`src/rtl/filter_test_sequencer.sv`:
```
// filter_test_sequencer: drives a filter-under-test through a sweep of
// generator delays. Each step settles, fires one test_rate trigger, tracks
// the signed peak of filter_data over a measurement window and reports it
// through a valid/ready result port.
// Optional feature: define FILTER_SEQ_TIMEOUT_EN to give up on a stalled
// result consumer after TIMEOUT_CYCLES and flag it on the sticky err output.
module filter_test_sequencer #(
   parameter int SETTLE_CYCLES    = 64,
   parameter int WINDOW_CYCLES    = 256,
   parameter int TIMEOUT_CYCLES   = 1024,
   parameter int SIZE_DELAY       = 8,
   parameter int SIZE_FILTER_DATA = 16
) (
   input  logic                               clk,
   input  logic                               reset,
   input  logic                               start,
   input  logic                               abort,
   input  logic        [SIZE_DELAY-1:0]       delay_start,
   input  logic        [SIZE_DELAY-1:0]       delay_step,
   input  logic        [7:0]                  n_steps,
   input  logic                               overlay_en,
   input  logic signed [SIZE_FILTER_DATA-1:0] filter_data,
   input  logic                               res_ready,
   output logic                               test_rate,
   output logic                               test_overlay,
   output logic        [SIZE_DELAY-1:0]       test_delay,
   output logic                               busy,
   output logic                               done,
   output logic                               res_valid,
   output logic        [7:0]                  res_step,
   output logic        [SIZE_DELAY-1:0]       res_delay,
   output logic signed [SIZE_FILTER_DATA-1:0] res_peak,
   output logic        [15:0]                 res_peak_time,
   output logic                               err
);

   localparam int CMAX = (SETTLE_CYCLES > WINDOW_CYCLES) ? SETTLE_CYCLES : WINDOW_CYCLES;
   localparam int CW   = $clog2(CMAX + 1);
   localparam logic [CW-1:0] SET_LAST = CW'(SETTLE_CYCLES - 1);
   localparam logic [CW-1:0] WIN_LAST = CW'(WINDOW_CYCLES - 1);

   // Degenerate timings would make the phase counters wrap forever.
   if (SETTLE_CYCLES < 1 || WINDOW_CYCLES < 1 || TIMEOUT_CYCLES < 1) begin : g_bad_cfg
      $error("filter_test_sequencer: cycle parameters must be >= 1");
   end

   typedef enum logic [2:0] {IDLE, SETTLE, WINDOW, REPORT, FIN} state_t;

   state_t                             state;
   logic        [CW-1:0]               cnt;
   logic        [7:0]                  step;
   logic        [7:0]                  n_steps_q;
   logic        [SIZE_DELAY-1:0]       delay_step_q;
   logic                               overlay_q;
   logic signed [SIZE_FILTER_DATA-1:0] peak;
   logic        [15:0]                 peak_time;
   logic signed [SIZE_FILTER_DATA-1:0] pk_nxt;
   logic        [15:0]                 pt_nxt;
   logic                               to_hit;
   logic                               adv;
   logic        [1:0]                  rst_sync;
   logic                               rst_n;

   // Reset asserts immediately, releases two clk edges after reset rises.
   always_ff @(posedge clk or negedge reset) begin
      if (!reset) rst_sync <= 2'b00;
      else        rst_sync <= {rst_sync[0], 1'b1};
   end
   assign rst_n = rst_sync[1];

   // Peak tracker: first window sample seeds, later ones win only if strictly greater.
   always_comb begin
      pk_nxt = peak;
      pt_nxt = peak_time;
      if (cnt == '0) begin
         pk_nxt = filter_data;
         pt_nxt = 16'd0;
      end else if (filter_data > peak) begin
         pk_nxt = filter_data;
         pt_nxt = 16'(cnt);
      end
   end

   // A report step completes on handshake or, if enabled, on consumer timeout.
   assign adv = (state == REPORT) && ((res_valid && res_ready) || to_hit);

`ifdef FILTER_SEQ_TIMEOUT_EN
   localparam int TW = $clog2(TIMEOUT_CYCLES + 1);
   logic [TW-1:0] to_cnt;

   assign to_hit = (state == REPORT) && !res_ready && (to_cnt == TW'(TIMEOUT_CYCLES - 1));

   // Count stalled REPORT cycles; err stays set until reset.
   always_ff @(posedge clk or negedge rst_n) begin
      if (!rst_n) begin
         to_cnt <= '0;
         err    <= 1'b0;
      end else begin
         if (state == REPORT && !res_ready) to_cnt <= to_cnt + 1'b1;
         else                               to_cnt <= '0;
         if (to_hit) err <= 1'b1;
      end
   end
`else
   assign to_hit = 1'b0;
   assign err    = 1'b0;
`endif

   // Sweep sequencer with registered outputs; abort overrides everything.
   always_ff @(posedge clk or negedge rst_n) begin
      if (!rst_n) begin
         state         <= IDLE;
         cnt           <= '0;
         step          <= '0;
         n_steps_q     <= '0;
         delay_step_q  <= '0;
         overlay_q     <= 1'b0;
         peak          <= '0;
         peak_time     <= '0;
         test_rate     <= 1'b0;
         test_overlay  <= 1'b0;
         test_delay    <= '0;
         busy          <= 1'b0;
         done          <= 1'b0;
         res_valid     <= 1'b0;
         res_step      <= '0;
         res_delay     <= '0;
         res_peak      <= '0;
         res_peak_time <= '0;
      end else begin
         test_rate <= 1'b0;
         done      <= 1'b0;
         case (state)
            IDLE: begin
               if (start && n_steps != 8'd0) begin
                  delay_step_q <= delay_step;
                  n_steps_q    <= n_steps;
                  overlay_q    <= overlay_en;
                  test_overlay <= overlay_en;
                  test_delay   <= delay_start;
                  step         <= 8'd0;
                  cnt          <= '0;
                  busy         <= 1'b1;
                  state        <= SETTLE;
               end
            end
            SETTLE: begin
               if (cnt == SET_LAST) begin
                  cnt       <= '0;
                  test_rate <= 1'b1;
                  state     <= WINDOW;
               end else begin
                  cnt <= cnt + 1'b1;
               end
            end
            WINDOW: begin
               peak      <= pk_nxt;
               peak_time <= pt_nxt;
               if (cnt == WIN_LAST) begin
                  cnt           <= '0;
                  res_valid     <= 1'b1;
                  res_step      <= step;
                  res_delay     <= test_delay;
                  res_peak      <= pk_nxt;
                  res_peak_time <= pt_nxt;
                  state         <= REPORT;
               end else begin
                  cnt <= cnt + 1'b1;
               end
            end
            REPORT: begin
               if (adv) begin
                  res_valid <= 1'b0;
                  step      <= step + 8'd1;
                  if (step + 8'd1 == n_steps_q) begin
                     done  <= 1'b1;
                     state <= FIN;
                  end else begin
                     test_delay <= test_delay + delay_step_q;
                     state      <= SETTLE;
                  end
               end
            end
            FIN: begin
               busy         <= 1'b0;
               test_overlay <= 1'b0;
               state        <= IDLE;
            end
            default: state <= IDLE;
         endcase
         if (abort && state != IDLE) begin
            state        <= IDLE;
            cnt          <= '0;
            busy         <= 1'b0;
            done         <= 1'b0;
            res_valid    <= 1'b0;
            test_rate    <= 1'b0;
            test_overlay <= 1'b0;
         end
      end
   end

endmodule

```
`config.mk`:
```
export PLATFORM = sky130hd
export DESIGN_NAME = filter_test_sequencer
export DESIGN_NICKNAME = d
export VERILOG_FILES = /design/src/rtl/filter_test_sequencer.sv
export SDC_FILE = /design/constraint.sdc
export NUM_CORES = 1
export LEC_CHECK = 0
export BUFFER_PORTS_ARGS = -buffer_cell sky130_fd_sc_hd__buf_2
export CORE_MARGIN = 5
export CORE_UTILIZATION = 45
export CTS_BUF_LIST = sky130_fd_sc_hd__clkbuf_2 sky130_fd_sc_hd__clkbuf_4 sky130_fd_sc_hd__clkbuf_8
export DETAILED_ROUTE_END_ITERATION = 10
export GPL_TIMING_DRIVEN = 0
export PLACE_DENSITY = 0.7
export REMOVE_ABC_BUFFERS = 1
export SETUP_SLACK_MARGIN = 0.2
export SYNTH_ARGS = -nofsm -noshare
export SYNTH_HDL_FRONTEND = slang
export SYNTH_SLANG_ARGS = --single-unit
export TNS_END_PERCENT = 1
```
`constraint.sdc`:
```
create_clock -name clk -period 4 [get_ports clk]
set_input_delay 0.8 -clock clk [delete_from_list [all_inputs] [get_ports clk]]
set_output_delay 0.8 -clock clk [all_outputs]
set_load 0.02 [all_outputs]
```
; After elaboration in Yosys (flattened, before gate mapping)
; Index checks and enable logic that the tools add are counted.
[totals]
reg_bits = 131
in_bits = 46
wordCells = 96
output_inout_bits = 62
[op_classes]
eq_ne = 14
magnitude_cmp = 1
addsub = 3
n_mux = 40
n_reduce_logical = 20
[op_table]
columns = cell, n
row1 = 16-bit 2-to-1 mux, 4
row2 = 8-bit 2-to-1 mux, 5
row3 = 9-bit 2-to-1 mux, 4
row4 = 8-bit case mux with 2 select lines, 2
row5 = 9-bit case mux with 3 select lines, 1
row6 = 3-bit 2-to-1 mux, 6
row7 = 16-bit greater-than comparator, 1
row8 = 1-bit 2-to-1 mux, 14
row9 = 3-bit case mux with 4 select lines, 1
row10 = "9-bit by 1-bit adder with 9-bit output, second input constant", 1
row11 = "9-bit by 6-bit equality test with 1-bit output, second input constant", 1
row12 = "9-bit by 8-bit equality test with 1-bit output, second input constant", 1
row13 = 9-bit zero test, 1
row14 = "3-bit inequality test, second input constant", 3
row15 = 3-bit nonzero test, 3
row16 = "8-bit by 1-bit adder with 8-bit output, second input constant", 1
row17 = 8-bit adder, 1
row18 = 8-bit equality test, 1
row19 = 2-bit AND reduction, 4
row20 = 4-bit AND reduction, 2
row21 = 8-bit nonzero test, 1
row22 = "3-bit by 2-bit equality test with 1-bit output, second input constant", 2
row23 = "2-bit inequality test, second input constant", 3
row24 = 1-bit case mux with 2 select lines, 3
row25 = other kinds (8), 12

; Longest topological paths before layout
; Gate-level depths: netlist of run 1.
[logic_depth]
depth_word = 6
depth_mapped = 11
mapped_depth_nobuf = 10

; Least setup slack after synthesis of run 1
; No wires, ideal clock.
[synth_path]
path_kind = input -> register
from = input filter_data[5]
to = register peak[10]
t_required_ns = 3.875
setup_time_ns = 0.125
path_buffers = 1
path_stages = 9
arrival_ns = 2.969
slack_ns = 0.906
cell_sequence = ha_1 -> a21o_1 -> a21oi_1 -> o21ai_1 -> a2111oi_4 -> mux2i_4 -> nand3_4 -> buf_6 -> mux2_4
[synth_via]
elab_chain_cells = 3
[synth_lines]
columns = element, line
row1 = "start, declared", 22  ; input logic signed [SIZE_FILTER_DATA-1:0] filter_data,
row2 = 16-bit greater-than comparator, 78  ; end else if (filter_data > peak) begin
row3 = 16-bit 2-to-1 mux, 78
row4 = 16-bit 2-to-1 mux, 75  ; if (cnt == '0) begin
row5 = "end signal, assigned", 157  ; peak <= pk_nxt;
row6 = "end, declared", 55  ; logic signed [SIZE_FILTER_DATA-1:0] peak;
; Every way passes these cells.
; A chain may end at the register's enable or synchronous reset.

; Final worst setup path of run 1
[layout_path]
from = input filter_data[8]
to = register peak_time[1]
[layout_via]
elab_chain_cells = 3
[layout_lines]
columns = element, line
row1 = 16-bit greater-than comparator, 78
row2 = 16-bit 2-to-1 mux, 78
row3 = 16-bit 2-to-1 mux, 75
row4 = "end signal, assigned", 158  ; peak_time <= pt_nxt;
row5 = "end, declared", 56  ; logic [15:0] peak_time;
; Every way passes these cells.

==> results of run 1 <==
[worst max-delay path, cell delays in order]
cell	delay (ns)
buf_2	0.12
ha_1	0.30
a21o_1	0.18
a21oi_1	0.14
o21ai_1	0.12
a2111oi_4	0.64
mux2i_2	0.51
nor2b_1	0.64
a32o_1	0.27
[synth_stat cells (8+ instances only)]
library cell	instances
a21oi_1	15
a22o_1	9
and2_1	17
and3_1	8
clkbuf_1	20
dfrtp_1	131
ha_1	28
inv_1	32
mux2_2	24
mux2_4	10
mux2i_1	23
nand2_1	109
nand3_1	18
nor2_1	29
o21ai_0	50
o31ai_1	10
xor2_1	9
[registers in the layout, indices dropped and copies added, names as in the netlist, 2 cells and up]
signal and cells:
peak 16, res_step 8, peak_time 16, n_steps_q 8, rst_sync 2, res_delay 8, step 8, delay_step_q 8
state 3, test_delay 8, res_peak_time 16, cnt 9, res_peak 16
[metrics by stage]
step           hold slack, ns  total power [uW]  worst slack [ns]  utilization, %  cells
5_1_grt                0.0865              4110             0.425            53.3    935
3_5_place_dp            0.340              2670            -0.379            50.2    901
3_3_place_gp            0.336              2600             -1.35            49.8    899
6_report                0.116              3900             0.663            53.3    935
2_1_floorplan           0.331              2370            0.0800               -    609
4_1_cts                0.0890              3920             0.288            53.3    934
[cell type report]
type | instances | area (sq um)
Clock buffer | 22 | 278
Clock inverter | 10 | 156
Fill cell | 1293 | 6760
Inverter | 32 | 120
Multi-Input combinational cell | 447 | 3070
Sequential cell | 131 | 3280
Tap cell | 184 | 230
Timing Repair Buffer | 109 | 586
[path summary, 6_finish.rpt]
path / end / slack [ns] / cells past startpoint
min in group clk: rst_sync[1]$_DFF_PN0_ / 0.36 / 0
hold / removal: rst_sync[1]$_DFF_PN0_ / 0.12 / 1
max in group asynchronous: res_delay[3]$_DFFE_PN0P_ / 2.75 / 1
setup / recovery: peak_time[1]$_DFFE_PN0P_ / 0.66 / 9
hold reg to reg: rst_sync[1]$_DFF_PN0_ / 0.36 / 0
setup reg to reg: peak_time[1]$_DFFE_PN0P_ / 0.71 / 9
[layer usage]
layer | track usage [%] | up-vias
li1 | - | 2420
met5 | 0 | -
met2 | 28.5 | 114
met4 | 7.74 | 0
met1 | 22.7 | 2473
met3 | 4.24 | 24
[where the power goes]
group / switching [uW] / internal [uW] / leakage [uW]
Combinational: 584 / 453 / 0.00204
Sequential: 152 / 1470 / 0.00163
Clock: 519 / 719 / 0.000224
Total: 1260 / 2640 / 0.00390
[timing repair]
action,4_1_cts,5_1_grt
setup endpoints to repair,16,19
hold buffers,0,0
buffers inserted,0,1
cloned,1,0
[cells by family after synthesis]
group           share of synthesized area [%]
fa+ha+maj                                5.60
other cells                             0.114
xor+xnor                                 1.72
compound gates                           12.0
simple gates                             15.7
buf+inv                                  4.22
mux                                      11.1
flops                                    49.6
==> impl_metrics.py, run 1 <==
metrics = {
    "power_and_ir_drop": {
        "p_leak_uw": 0.00390,
        "ir_drop_mv": 0.207,
        "powerDensity_nw_per_um2": 504,
    },
    "sta": {
        "finalCritPeriodShare_pct": 83.4,
        "max_freq_mhz": 300,
        "drv_slew": 0,
        "finalSetupViolCount": 0,
        "finalSetupTns_ns": 0,
        "maxSlewHeadroom_pct": 28.1,
        "worst_pin_slew_ns": 1.07,
        "rsz0062_at_grt": "false",
        "hold_viol_final": 0,
        "period_needed_ns": 3.34,
        "finClkSkew_ns": 0.0111,
    },
    "global_route": {
        "grt_max_degree": 70,
        "grt_pass1_vias": 5137,
        "grt.total_usage_pct": 17.7,
        "grt_pass1_wl_mm": 25.3,
        "grt.overflow.total": 0,
        "antenna_found_initial": 0,
    },
    "worst_setup_path": {
        "cp-startpoint": "filter_data[8]",
        "start_kind": "input pin",
        "worstPathMaxFanout": 9,
        "crit-reg2reg-launch": "peak[5]$_DFFE_PN0P_",
        "crit_path_end_kind": "flip-flop",
        "worst-setup-path-type": "input pin to flip-flop",
        "required_ns": 4.39,
        "critPathArrivalTime_ns": 3.72,
    },
    "yosys": {
        "synth_seq_area_share_pct": 49.6,
        "synth_cell_types": 60,
        "synth_ff_type": "dfrtp_1",
        "synth_edf_count": 0,
        "syn_inst": 641,
        "avgSynthCellArea_sq_um": 10.3,
        "syn_area_sq_um": 6610,
        "synth.top_cell.area_share_pct": 49.6,
        "ys_top_cells_by_area": "dfrtp_1, nand2_1, ha_1, mux2_2, o21ai_0",
        "yosysWarnings": 0,
        "synth.largest_area_cell": "dfrtp_1",
        "synth-seq-cells": 131,
        "synthArstFlopShare_pct": 100,
    },
    "status": {
        "status": "complete, no violations",
    },
    "clock_tree": {
        "numCtsBuffers": 17,
        "clock-sinks": 131,
        "clock_path_buffers": 2,
        "cts_tree": "built",
        "clk_pin_slew_ns": 0.07,
        "root_buffer": "clkbuf_8",
        "clk_latency_ns": 0.46,
        "cts-resized-gates": 0,
        "htree_levels": 4,
    },
    "drt": {
        "top_layer_used": "met4",
        "dr.pass1.iters": 4,
        "wl_per_cell_um": 16.0,
        "vias": 5031,
        "m1WireLength_mm": 6.78,
        "initialDrtViolationCount": 462,
        "wl_met2_mm": 7.21,
        "ant_nets": 0,
        "viasPerCell": 5.38,
        "drcViolationCount": 0,
        "dr_wl_met3_um": 719,
        "routed_wl_mm": 15.0,
    },
    "job": {
        "cap_violations": 0,
    },
    "final_layout": {
        "stdcell_area_sq_um": 7720,
        "synthToLayoutAreaGrowth_pct": 16.8,
        "layout-drive-gt1-share_pct": 24.8,
        "antenna_cells": 0,
        "final_cell_mix": "dfrtp_1, nand2_1, buf_2",
        "layout.nets": 813,
        "final_common_cell": "dfrtp_1",
    },
    "floorplan": {
        "die_w_um": 131,
        "start_util_pct": 45.7,
        "ioPinCount": 108,
        "die-area_sq_um": 17200,
        "core-area_sq_um": 14500,
        "rows": 44,
        "die_y_um": 131,
    },
    "placement": {
        "gp_congestion": 0.832,
        "dpl-instance-area_sq_um": 7270,
        "hpwl_mm": 10.3,
        "port-buffer-count": 106,
    },
    "min_path": {
        "hold_class": "input pin to async pin",
    },
}
No activity file was read; power rests on OpenSTA's default activity.
==> run 2: changes to the inputs <==
==> constraint.sdc (replaced) <==
create_clock -name clk -period 3 [get_ports clk]
set_input_delay 0.6 -clock clk [delete_from_list [all_inputs] [get_ports clk]]
set_output_delay 0.6 -clock clk [all_outputs]
set_load 0.02 [all_outputs]
==> run 2 against run 1 <==
Die area is the same. Critical endpoint is now peak[2]$_DFFE_PN0P_. Routed wire length up 4.3%. Global-route usage increased by 0.19 points. Clock-buffer cell count is the same. Critical path type is now flip-flop to flip-flop.
==> impl_metrics.py, run 2 (synthesis results as in run 1) <==
metrics = {
    "placement": {
        "place_inst": 901,
        "port-buffer-count": 106,
        "hpwl_mm": 10.3,
        "gp_congestion": 0.832,
    },
    "sta": {
        "worst_pin_slew_ns": 1.07,
        "hold_viol_final": 0,
        "fin_hold_ws_ns": 0.357,
        "drv_slew": 0,
        "rsz0062_at_grt": "true",
        "finalCritPeriodShare_pct": 92.8,
        "finalSetupTns_ns": 0,
        "maxSlewHeadroom_pct": 27.9,
        "finClkSkew_ns": 0.0105,
        "finalSetupViolCount": 0,
        "period_needed_ns": 2.79,
        "max_freq_mhz": 359,
    },
    "drt": {
        "dr.pass1.iters": 4,
        "routed_wl_mm": 15.6,
        "viasPerCell": 5.44,
        "ant_nets": 0,
        "initialDrtViolationCount": 473,
        "drcViolationCount": 0,
        "wl_per_cell_um": 16.5,
        "vias": 5154,
    },
    "power_and_ir_drop": {
        "switchingPower_uw": 1710,
        "combPwrFrac_pct": 27.8,
        "p_clk_share_pct": 31.2,
        "power_frac_seq_pct": 41.0,
        "internal_power_uw": 3560,
        "p_leak_uw": 0.00399,
        "total_power_uw": 5270,
        "swShare_pct": 32.5,
        "ir_drop_mv": 0.275,
        "powerDensity_nw_per_um2": 655,
    },
    "final_layout": {
        "stdcell_count": 948,
        "layout-drive-gt1-share_pct": 28.8,
        "multiInputGateArea_sq_um": 3260,
        "layout.nets": 826,
        "register_area_sq_um": 3280,
        "final_common_cell": "dfrtp_1",
        "fill_cells": 1253,
        "synthToLayoutAreaGrowth_pct": 21.7,
        "antenna_cells": 0,
        "final_cell_mix": "dfrtp_1, nand2_1, buf_2",
    },
    "clock_tree": {
        "root_buffer": "clkbuf_8",
        "numCtsBuffers": 17,
        "clock_path_buffers": 2,
        "htree_levels": 4,
        "clk_latency_ns": 0.45,
        "clk_pin_slew_ns": 0.07,
        "clock-sinks": 131,
        "cts_tree": "built",
    },
    "global_route": {
        "grt_max_degree": 70,
        "grt_pass1_vias": 5158,
        "grt.overflow.total": 0,
        "grt.total_usage_pct": 17.9,
        "grt_pass1_wl_mm": 25.6,
        "antenna_found_initial": 0,
    },
    "floorplan": {
        "die-area_sq_um": 17200,
        "start_util_pct": 45.7,
        "die_y_um": 131,
        "rows": 44,
        "ioPinCount": 108,
        "core-area_sq_um": 14500,
        "die_w_um": 131,
    },
    "worst_setup_path": {
        "required_ns": 3.34,
        "critPathArrivalTime_ns": 3.12,
        "start_kind": "flip-flop",
        "crit_path_end_kind": "flip-flop",
        "worstPathMaxFanout": 8,
        "worst-setup-path-type": "flip-flop to flip-flop",
    },
    "status": {
        "status": "complete, no violations",
    },
    "min_path": {
        "hold_class": "flip-flop to flip-flop",
    },
    "job": {
        "cap_violations": 0,
    },
}
==> run 2: cell count changes in the layout (fill, tap and decap cells not counted), sizes merged <==
cell	change
dlygate4sd3	+1
clkbuf	+1
buf	+8
nand3	+2
nor2b	+1
==> run 2: power by group through the flow <==
stage | registers (uW) | logic, uW | clock network (uW)
global placement | 2200 | 1270 | 0
CTS | 2160 | 1400 | 1680
detailed placement | 2190 | 1360 | 0
finish | 2160 | 1460 | 1640
floorplan | 2240 | 930 | 0
global route | 2200 | 1600 | 1760
==> run 2: worst paths after layout <==
kind                                         end  slack, ns                   from  depth (start not counted)
min reg2reg                rst_sync[1]$_DFF_PN0_       0.36  rst_sync[0]$_DFF_PN0_                          0
max in group asynchronous    peak[2]$_DFFE_PN0P_       1.74  rst_sync[1]$_DFF_PN0_                          1
min in group asynchronous  rst_sync[1]$_DFF_PN0_       0.45                  reset                          2
max                          peak[2]$_DFFE_PN0P_       0.21    peak[8]$_DFFE_PN0P_                         11
max reg2reg                  peak[2]$_DFFE_PN0P_       0.21    peak[8]$_DFFE_PN0P_                         11
min                        rst_sync[1]$_DFF_PN0_       0.36  rst_sync[0]$_DFF_PN0_                          0
==> run 2: repair_timing <==
item / in CTS / in global routing
buffers inserted: 4 / 5
pin swaps: 1 / 5
gates cloned: 2 / 3
resized for setup: 6 / 27
hold buffers: 1 / 0
endpoints found under the setup margin: 69 / 77
hold endpoints to repair: 2 / 0
==> run 2: critical path, stage by stage (launching register included) <==
cell and delay (ns):
dfrtp_1 0.40, inv_2 0.08, ha_4 0.20, a21o_1 0.18, a21oi_2 0.16, o21ai_2 0.09, a2111oi_4 0.37, buf_4 0.21
mux2i_4 0.30, nand3_4 0.14, clkbuf_16 0.23, mux2_4 0.29
==> run 2: final cells by class <==
class	count	share of cell area [%]
inverters	32	1.49
flip-flops and latches	131	40.8
well taps	184	2.86
clock inverters	10	1.94
clock buffers	22	3.45
multi-input cells	450	40.6
repair buffers	119	8.82
==> run 2: metrics by stage <==
stage	setup WS (ns)	util [%]	cell area [sq um]
floorplan	-0.920	-	6450
global placement	-2.35	49.8	7210
detailed placement	-1.18	50.2	7270
CTS	0.0721	53.9	7810
global route	0.0805	55.5	8040
finish	0.215	55.5	8040
==> run 2: routing by layer <==
metal	global-route usage [%]	vias to the layer above	wire length, um
li1	-	2457	-
met1	23.0	2544	6930
met2	28.7	123	7620
met3	4.24	30	731
met4	7.85	0	349
met5	0	-	0
